`src/rtl/q01_pkg.sv`:
```
// Shared types and sizes for the 4-input truth-table sweep controller.
package q01_pkg;

  localparam int unsigned NUM_VEC = 16;
  localparam int unsigned VEC_W   = 4;
  localparam int unsigned SC_W    = 4;
  localparam int unsigned CNT_W   = 5;

  // Minterms 2,3,5,7,9,10,11,13 of F(A,B,C,D), A is MSB of the index.
  localparam logic [NUM_VEC-1:0] Q01_EXPECT = 16'h2EAC;

  typedef enum logic [1:0] {
    IDLE = 2'd0,
    RUN  = 2'd1,
    CMP  = 2'd2
  } state_t;

endpackage : q01_pkg

```
`src/rtl/q01_first_diff.sv`:
```
// Lowest-set-bit encoder and popcount over the truth-table difference mask.
module q01_first_diff
  import q01_pkg::*;
(
  input  logic [NUM_VEC-1:0] diff,
  output logic [VEC_W-1:0]   first_idx_c,
  output logic [CNT_W-1:0]   count_c
);

  // Scan from the top so the lowest differing index is the last one written.
  always_comb begin
    first_idx_c = '0;
    count_c     = '0;
    for (int i = NUM_VEC - 1; i >= 0; i--) begin
      if (diff[i]) begin
        first_idx_c = VEC_W'(i);
      end
      count_c = count_c + CNT_W'(diff[i]);
    end
  end

endmodule : q01_first_diff

```
`src/rtl/q01_sweep_ctrl.sv`:
```
// Drives all 16 ABCD vectors into a combinational block, captures F per vector
// after a settle window, and grades the captured truth table against EXPECT.
module q01_sweep_ctrl
  import q01_pkg::*;
#(
  parameter int unsigned        SETTLE = 2,
  parameter logic [NUM_VEC-1:0] EXPECT = Q01_EXPECT
) (
  input  logic               clk,
  input  logic               rst_n,
  input  logic               start,
  input  logic               abort,
  input  logic               f_in,
  output logic [VEC_W-1:0]   abcd,
  output logic               busy,
  output logic               done,
  output logic               pass,
  output logic [NUM_VEC-1:0] truth,
  output logic [VEC_W-1:0]   mismatch_idx,
  output logic [CNT_W-1:0]   mismatch_cnt
);

  localparam logic [SC_W-1:0]  SC_LAST  = SC_W'(SETTLE);
  localparam logic [VEC_W-1:0] IDX_LAST = VEC_W'(NUM_VEC - 1);

  state_t            state;
  logic [SC_W-1:0]   sc;
  logic [VEC_W-1:0]  idx;

  logic [NUM_VEC-1:0] diff_c;
  logic [VEC_W-1:0]   first_idx_c;
  logic [CNT_W-1:0]   diff_cnt_c;

  assign diff_c = truth ^ EXPECT;

  q01_first_diff u_first_diff (
    .diff        (diff_c),
    .first_idx_c (first_idx_c),
    .count_c     (diff_cnt_c)
  );

  // Sequencer: abort beats start and every in-flight step; reset beats all.
  always_ff @(posedge clk or negedge rst_n) begin
    if (!rst_n) begin
      state        <= IDLE;
      sc           <= '0;
      idx          <= '0;
      abcd         <= '0;
      busy         <= 1'b0;
      done         <= 1'b0;
      pass         <= 1'b0;
      truth        <= '0;
      mismatch_idx <= '0;
      mismatch_cnt <= '0;
    end else begin
      done <= 1'b0;
      case (state)
        IDLE: begin
          if (start && !abort) begin
            state        <= RUN;
            sc           <= '0;
            idx          <= '0;
            abcd         <= '0;
            busy         <= 1'b1;
            pass         <= 1'b0;
            truth        <= '0;
            mismatch_idx <= '0;
            mismatch_cnt <= '0;
          end
        end

        RUN: begin
          if (abort) begin
            state <= IDLE;
            abcd  <= '0;
            busy  <= 1'b0;
            pass  <= 1'b0;
          end else if (sc != SC_LAST) begin
            sc <= sc + SC_W'(1);
          end else begin
            sc         <= '0;
            truth[idx] <= f_in;
            if (idx == IDX_LAST) begin
              state <= CMP;
              abcd  <= '0;
            end else begin
              idx  <= idx + VEC_W'(1);
              abcd <= idx + VEC_W'(1);
            end
          end
        end

        CMP: begin
          state <= IDLE;
          busy  <= 1'b0;
          if (abort) begin
            pass <= 1'b0;
          end else begin
            done         <= 1'b1;
            pass         <= (diff_c == '0);
            mismatch_idx <= first_idx_c;
            mismatch_cnt <= diff_cnt_c;
          end
        end

        default: begin
          state <= IDLE;
          busy  <= 1'b0;
          abcd  <= '0;
        end
      endcase
    end
  end

endmodule : q01_sweep_ctrl

```
`config.mk`:
```
export PLATFORM = sky130hd
export DESIGN_NAME = q01_sweep_ctrl
export DESIGN_NICKNAME = d
export VERILOG_FILES = /design/src/rtl/q01_pkg.sv /design/src/rtl/q01_first_diff.sv /design/src/rtl/q01_sweep_ctrl.sv
export SDC_FILE = /design/constraint.sdc
export NUM_CORES = 1
export LEC_CHECK = 0
export ABC_AREA = 1
export ABC_CLOCK_PERIOD_IN_PS = 6950
export CELL_PAD_IN_SITES_DETAIL_PLACEMENT = 1
export CELL_PAD_IN_SITES_GLOBAL_PLACEMENT = 1
export CORE_MARGIN = 2
export CORE_UTILIZATION = 35
export CTS_CLUSTER_SIZE = 40
export DETAILED_ROUTE_END_ITERATION = 10
export PLACE_DENSITY_LB_ADDON = 0.1
export SLEW_MARGIN = 0
export SYNTH_ARGS = -nofsm -noshare
export SYNTH_HDL_FRONTEND = slang
export SYNTH_SLANG_ARGS = --single-unit
```
`constraint.sdc`:
```
create_clock -name clk -period 6.95 [get_ports clk]
set_clock_uncertainty 0.1 [all_clocks]
set_input_delay 1.39 -clock clk [delete_from_list [all_inputs] [get_ports clk]]
set_output_delay 1.39 -clock clk [all_outputs]
set_load 0.05 [all_outputs]
```
Yosys cells after proc, flatten, opt, wreduce, memory -nomap -nowiden
Index checks and enable logic that the tools add are counted.
{"block": "word_totals", "ff_bits": 42, "latch_bits": 0, "mem_bits_rw": 0, "mem_bits_ro": 0, "out_inout_bits": 32, "n_memories": 0}
{"block": "op_classes", "addsub": 17, "n_mul": 0, "div_mod_pow": 0, "n_lt_le_gt_ge": 2, "n_eq_ne": 12, "shifts": 0, "muxes": 53, "n_bitwise": 2, "reduce_logical": 16}
{"op": "2-to-1 mux 4 bit", "n": 26}
{"op": "adder 5 x 1 -> 5 bit", "n": 14}
{"op": "2-to-1 mux 16 bit", "n": 3}
{"op": "case mux 16 bit (2 select lines)", "n": 1}
{"op": "case mux 4 bit (2 select lines)", "n": 3}
{"op": "bitwise mux 16 bit", "n": 1}
{"op": "logical NOT 16 bit", "n": 1}
{"op": "AND reduction 3 bit", "n": 5}
{"op": "!= test 2 bit, second input constant", "n": 6}
{"op": "case mux 4 bit (3 select lines)", "n": 1}
{"op": "2-to-1 mux 5 bit", "n": 2}
{"op": "case mux 5 bit (2 select lines)", "n": 1}
{"op": "adder 4 x 1 -> 4 bit, second input constant", "n": 2}
{"op": "2-to-1 mux 2 bit", "n": 4}
{"op": "NOT 8 bit", "n": 1}
{"op": "2-to-1 mux 1 bit", "n": 7}
{"op": "!= test 3 bit, second input constant", "n": 2}
{"op": "< comparator 4 x 5 -> 1 bit, second input constant", "n": 1}
{"op": "AND reduction 5 bit", "n": 1}
{"op": "demux 1 bit (select 4 bit)", "n": 1}
{"op": "== test 4 bit, second input constant", "n": 1}
{"op": "greater-or-equal comparator 4 x 1 -> 1 bit, second input constant", "n": 1}
{"op": "!= test 4 x 2 -> 1 bit, second input constant", "n": 1}
{"op": "case mux 2 bit (2 select lines)", "n": 1}
{"op": "13 further kinds", "n": 15}

Logic depth before layout (Yosys ltp)
{"block": "logic_depth", "ltp_word": 18, "depth_mapped": 18, "mapped_depth_nobuf": 18}

By module
From an unflattened synthesis, not the netlist that was laid out.
{"block": "unflattened", "cells_unflattened": 383, "hier_area_um2": 2849.0}
{"module": "q01_sweep_ctrl", "instances": 1, "cells_each": 301, "area_each_um2": 2297.2, "seq_area_each_um2": 1051.0}
{"module": "q01_first_diff", "instances": 1, "cells_each": 82, "area_each_um2": 551.8, "seq_area_each_um2": 0.0}

Worst setup path after synthesis
Ideal clock, no wire load.
{"block": "synth_timing", "path_type": "reg-to-reg", "start": "register truth[14]", "end": "register mismatch_cnt[1]", "t_arrival_ns": 4.125, "setup_slack_ns": 2.604, "path_stages_with_launch": 14, "n_path_buf": 0, "synth_period_minus_slack_ns": 4.346, "cell_sequence": "dfrtp_1 -> inv_1 -> ha_1 -> inv_1 -> fa_1 -> inv_1 -> fa_1 -> fa_1 -> inv_1 -> fa_1 -> fa_1 -> inv_1 -> fa_1 -> a22o_1"}
{"block": "synth_via", "elab_chain_cells": 17}
{"element": "start: declaration", "line": "q01_sweep_ctrl.sv:18", "source": "output logic [NUM_VEC-1:0] truth,"}
{"element": "start signal: indexed assignment", "line": "q01_sweep_ctrl.sv:82", "source": "truth[idx] <= f_in;"}
{"element": "adder 1 x 1 -> 2 bit", "line": "q01_first_diff.sv:18", "source": "count_c = count_c + CNT_W'(diff[i]);"}
{"element": "adder 5 x 1 -> 5 bit (14 in series)", "line": "q01_first_diff.sv:18"}
{"element": "2-to-1 mux 5 bit", "line": "q01_sweep_ctrl.sv:96", "source": "if (abort) begin"}
{"element": "case mux 5 bit (2 select lines)", "line": "q01_sweep_ctrl.sv:57", "source": "case (state)"}
{"element": "end signal: assignment", "line": "q01_sweep_ctrl.sv:102", "source": "mismatch_cnt <= diff_cnt_c;"}
{"element": "end: declaration", "line": "q01_sweep_ctrl.sv:20", "source": "output logic [CNT_W-1:0] mismatch_cnt"}
Every way passes these cells. The select of a mux whose other input is x is not followed.
A chain may end at the register's enable or synchronous reset.

Worst setup path after layout
{"block": "layout_timing", "start": "register truth[15]", "end": "register mismatch_cnt[1]"}
The elaborated chain is that of the path after synthesis.

==> results.json <==
{
  "outcome": "finished clean",
  "dpl.hpwl_um": 5060,
  "post_cts_buffers": 0,
  "regArea_sq_um": 1050,
  "netlist_instances": 304,
  "num_antenna_cells": 0,
  "cts.sinks": 42,
  "cp.required_ns": 7.03,
  "syn_area_sq_um": 2580,
  "route.detailed.wl_per_inst_um": 14.5,
  "clock.fmax_ghz": 0.243,
  "synth_seq_area_share_pct": 40.7,
  "ir_worst_vdd_mv": 0.163,
  "hold_buffers": 0,
  "rr_startpoint": "truth[15]",
  "cts_made_buffers": 5,
  "cp-startpoint": "truth[15]",
  "dieArea_sq_um": 8080,
  "drt_iter0_markers": 50,
  "fill_cells": 908,
  "grt.overflow.total": 0,
  "timing.setup.tns_ns": 0,
  "io_buffers": 36,
  "final_util_pct": 43.5,
  "antenna_found_initial": 0,
  "grt_pass1_vias": 2262,
  "area.growth.synth_to_final_pct": 21.6,
  "ant_nets": 0,
  "critPathMaxStageDelay_ns": 0.51,
  "ys_ff_latch": 42,
  "synth-edff-count": 0,
  "final-max-slew-violation-count": 0,
  "layout_commonest_cell": "inv_1",
  "setup_viol": 0,
  "tightest_slew_ns": 0.989,
  "routed_wl_um": 6460,
  "cp_common_cell": "fa_1",
  "start_util_pct": 35.8,
  "path_max_fanout": 5,
  "yosys_warnings": 0,
  "postSynthAreaPerCell_sq_um": 8.49,
  "hold_end": "mismatch_cnt[3]",
  "first_pass_iters": 4,
  "cts_tree": "yes",
  "design.core.area_sq_um": 7210,
  "max_cap_violations": 0,
  "synth.distinct_cells": 31,
  "worstHoldStart": "mismatch_cnt[3]",
  "layout.nets": 372,
  "r2r_cells": 13,
  "grt_pass1_wl_um": 11100,
  "cts_resized": 0,
  "min_path_type": "reg -> reg",
  "cts-root-buf": "clkbuf_8",
  "num_rows": 31,
  "ys.flop_type": "dfrtp_1",
  "p_per_area_nw_per_um2": 289,
  "crit_arrival_ns": 4.20,
  "rr_endpoint": "mismatch_cnt[1]",
  "max_slew_margin_pct": 34.1,
  "gp_congestion": 0.813,
  "via_per_inst": 4.77,
  "synth_nets": 332,
  "postSynth.asyncResetShare_pct": 100,
  "whs_path_depth": 1,
  "clockBufferDepth": 2,
  "drive_gt1_share_pct": 5.51,
  "clk-insertion-delay-late_ns": 0.29,
  "die_y_um": 89.9,
  "slowest_stage": "fa_1",
  "p_leak_uw": 0.00141,
  "fin_crit_ns": 4.12,
  "cts.clk_slew.worst_paths_ns": 0.08,
  "period_share_pct": 59.2,
  "mostFrequentLayoutCells": "inv_1 (71), nand2_1 (43), dfrtp_1 (42)",
  "rsz0062_at_grt": "false",
  "grtUsageTotal_pct": 17.3,
  "grt_max_degree": 43,
  "critPathKind": "reg -> reg",
  "route.vias.total": 2116,
  "multi_input_area_sq_um": 1220,
  "htree_levels": 2,
  "critPathCaptureType": "register",
  "ff2ff_setup_slack_ns": 2.83,
  "die_w_um": 89.9,
  "ioPinCount": 37,
  "cp-start-kind": "register",
  "drcViolationCount": 0,
  "hold_viol_final": 0,
  "cp_cell_sequence": "inv_1 -> ha_1 -> inv_1 -> fa_1 -> inv_1 -> fa_1 -> fa_1 -> inv_1 -> fa_1 -> fa_1 -> inv_1 -> fa_1 -> a22o_1"
}
## power breakdown
| part | total (uW) | internal, uW | switching, uW |
|---|---|---|---|
| combinational | 416 | 131 | 286 |
| sequential | 296 | 273 | 23.1 |
| clock | 194 | 108 | 85.9 |
| total | 906 | 512 | 395 |
## critical path, delay by kind of cell, from the launching register on
| family | cells | cell delay [ns] |
|---|---|---|
| flops | 1 | 0.42 |
| compound gates | 1 | 0.21 |
| fa+ha+maj | 7 | 2.98 |
| buf+inv | 5 | 0.29 |
## cell families (layout without fill, tap and decap cells)
family	Yosys count	after routing	synth area share, %
xor+xnor	2	2	0.679
flops	42	42	40.7
simple gates	92	92	16.8
buf+inv	77	118	11.9
fa+ha+maj	23	23	14.1
compound gates	68	68	15.9
## worst max-delay path by stage
stage	end	slack [ns]
after floorplan	mismatch_cnt[1]	2.60
after global placement	mismatch_cnt[1]	2.93
after detailed placement	mismatch_cnt[1]	2.83
after CTS	mismatch_cnt[1]	2.81
after global routing	mismatch_cnt[1]	2.64
final	mismatch_cnt[1]	2.83
## routing by layer
layer  wire, um  global-route usage (%)  up-vias
met2       3140                    29.4       25
met1       3060                    22.9     1038
li1           -                       -     1045
met3        163                    2.93        8
met4         97                    4.74        0
met5          0                       0        -
## registers in the layout, indices dropped and copies added (netlist names)
signal and count:
truth 16, mismatch_cnt 5, abcd 4, idx 4, mismatch_idx 4, sc 4, state 2, busy 1
done 1, pass 1
## layout make-up
class | instances | area share [%]
clock buffer | 7 | 2.43
clock inverter | 1 | 0.957
inverter | 74 | 8.85
multi-input combinational | 185 | 39.0
sequential | 42 | 33.5
tap | 99 | 3.95
timing repair buffer | 36 | 11.3
## stage by stage
step	hold WS [ns]	cell area [sq um]	cells	total power [uW]	worst slack, ns
detailed placement	0.369	3030	436	725	2.83
CTS	0.388	3140	444	925	2.81
global route	0.409	3140	444	978	2.64
floorplan	0.394	2580	304	620	2.60
finish	0.384	3140	444	906	2.83
global placement	0.370	3030	436	720	2.93
## cell usage after synthesis (2+ instances only)
library cell   n  share of area [%]
fa_1          10                7.8
nor3_1         4               0.78
nand3_1       13                2.5
nor2_2         2               0.48
o21ai_0       20                3.9
inv_1         71                 10
nor3b_1        2               0.58
o31ai_1        5                1.5
ha_1          13                6.3
nor2_4         2               0.87
a211oi_1       2               0.58
nand2_1       43                6.3
o22ai_1       15                3.6
a21oi_1       21                4.1
inv_2          3               0.44
nor4_1         2               0.48
nor2_1        21                3.1
dfrtp_1       42                 41
(Power assumes the default switching activity.)
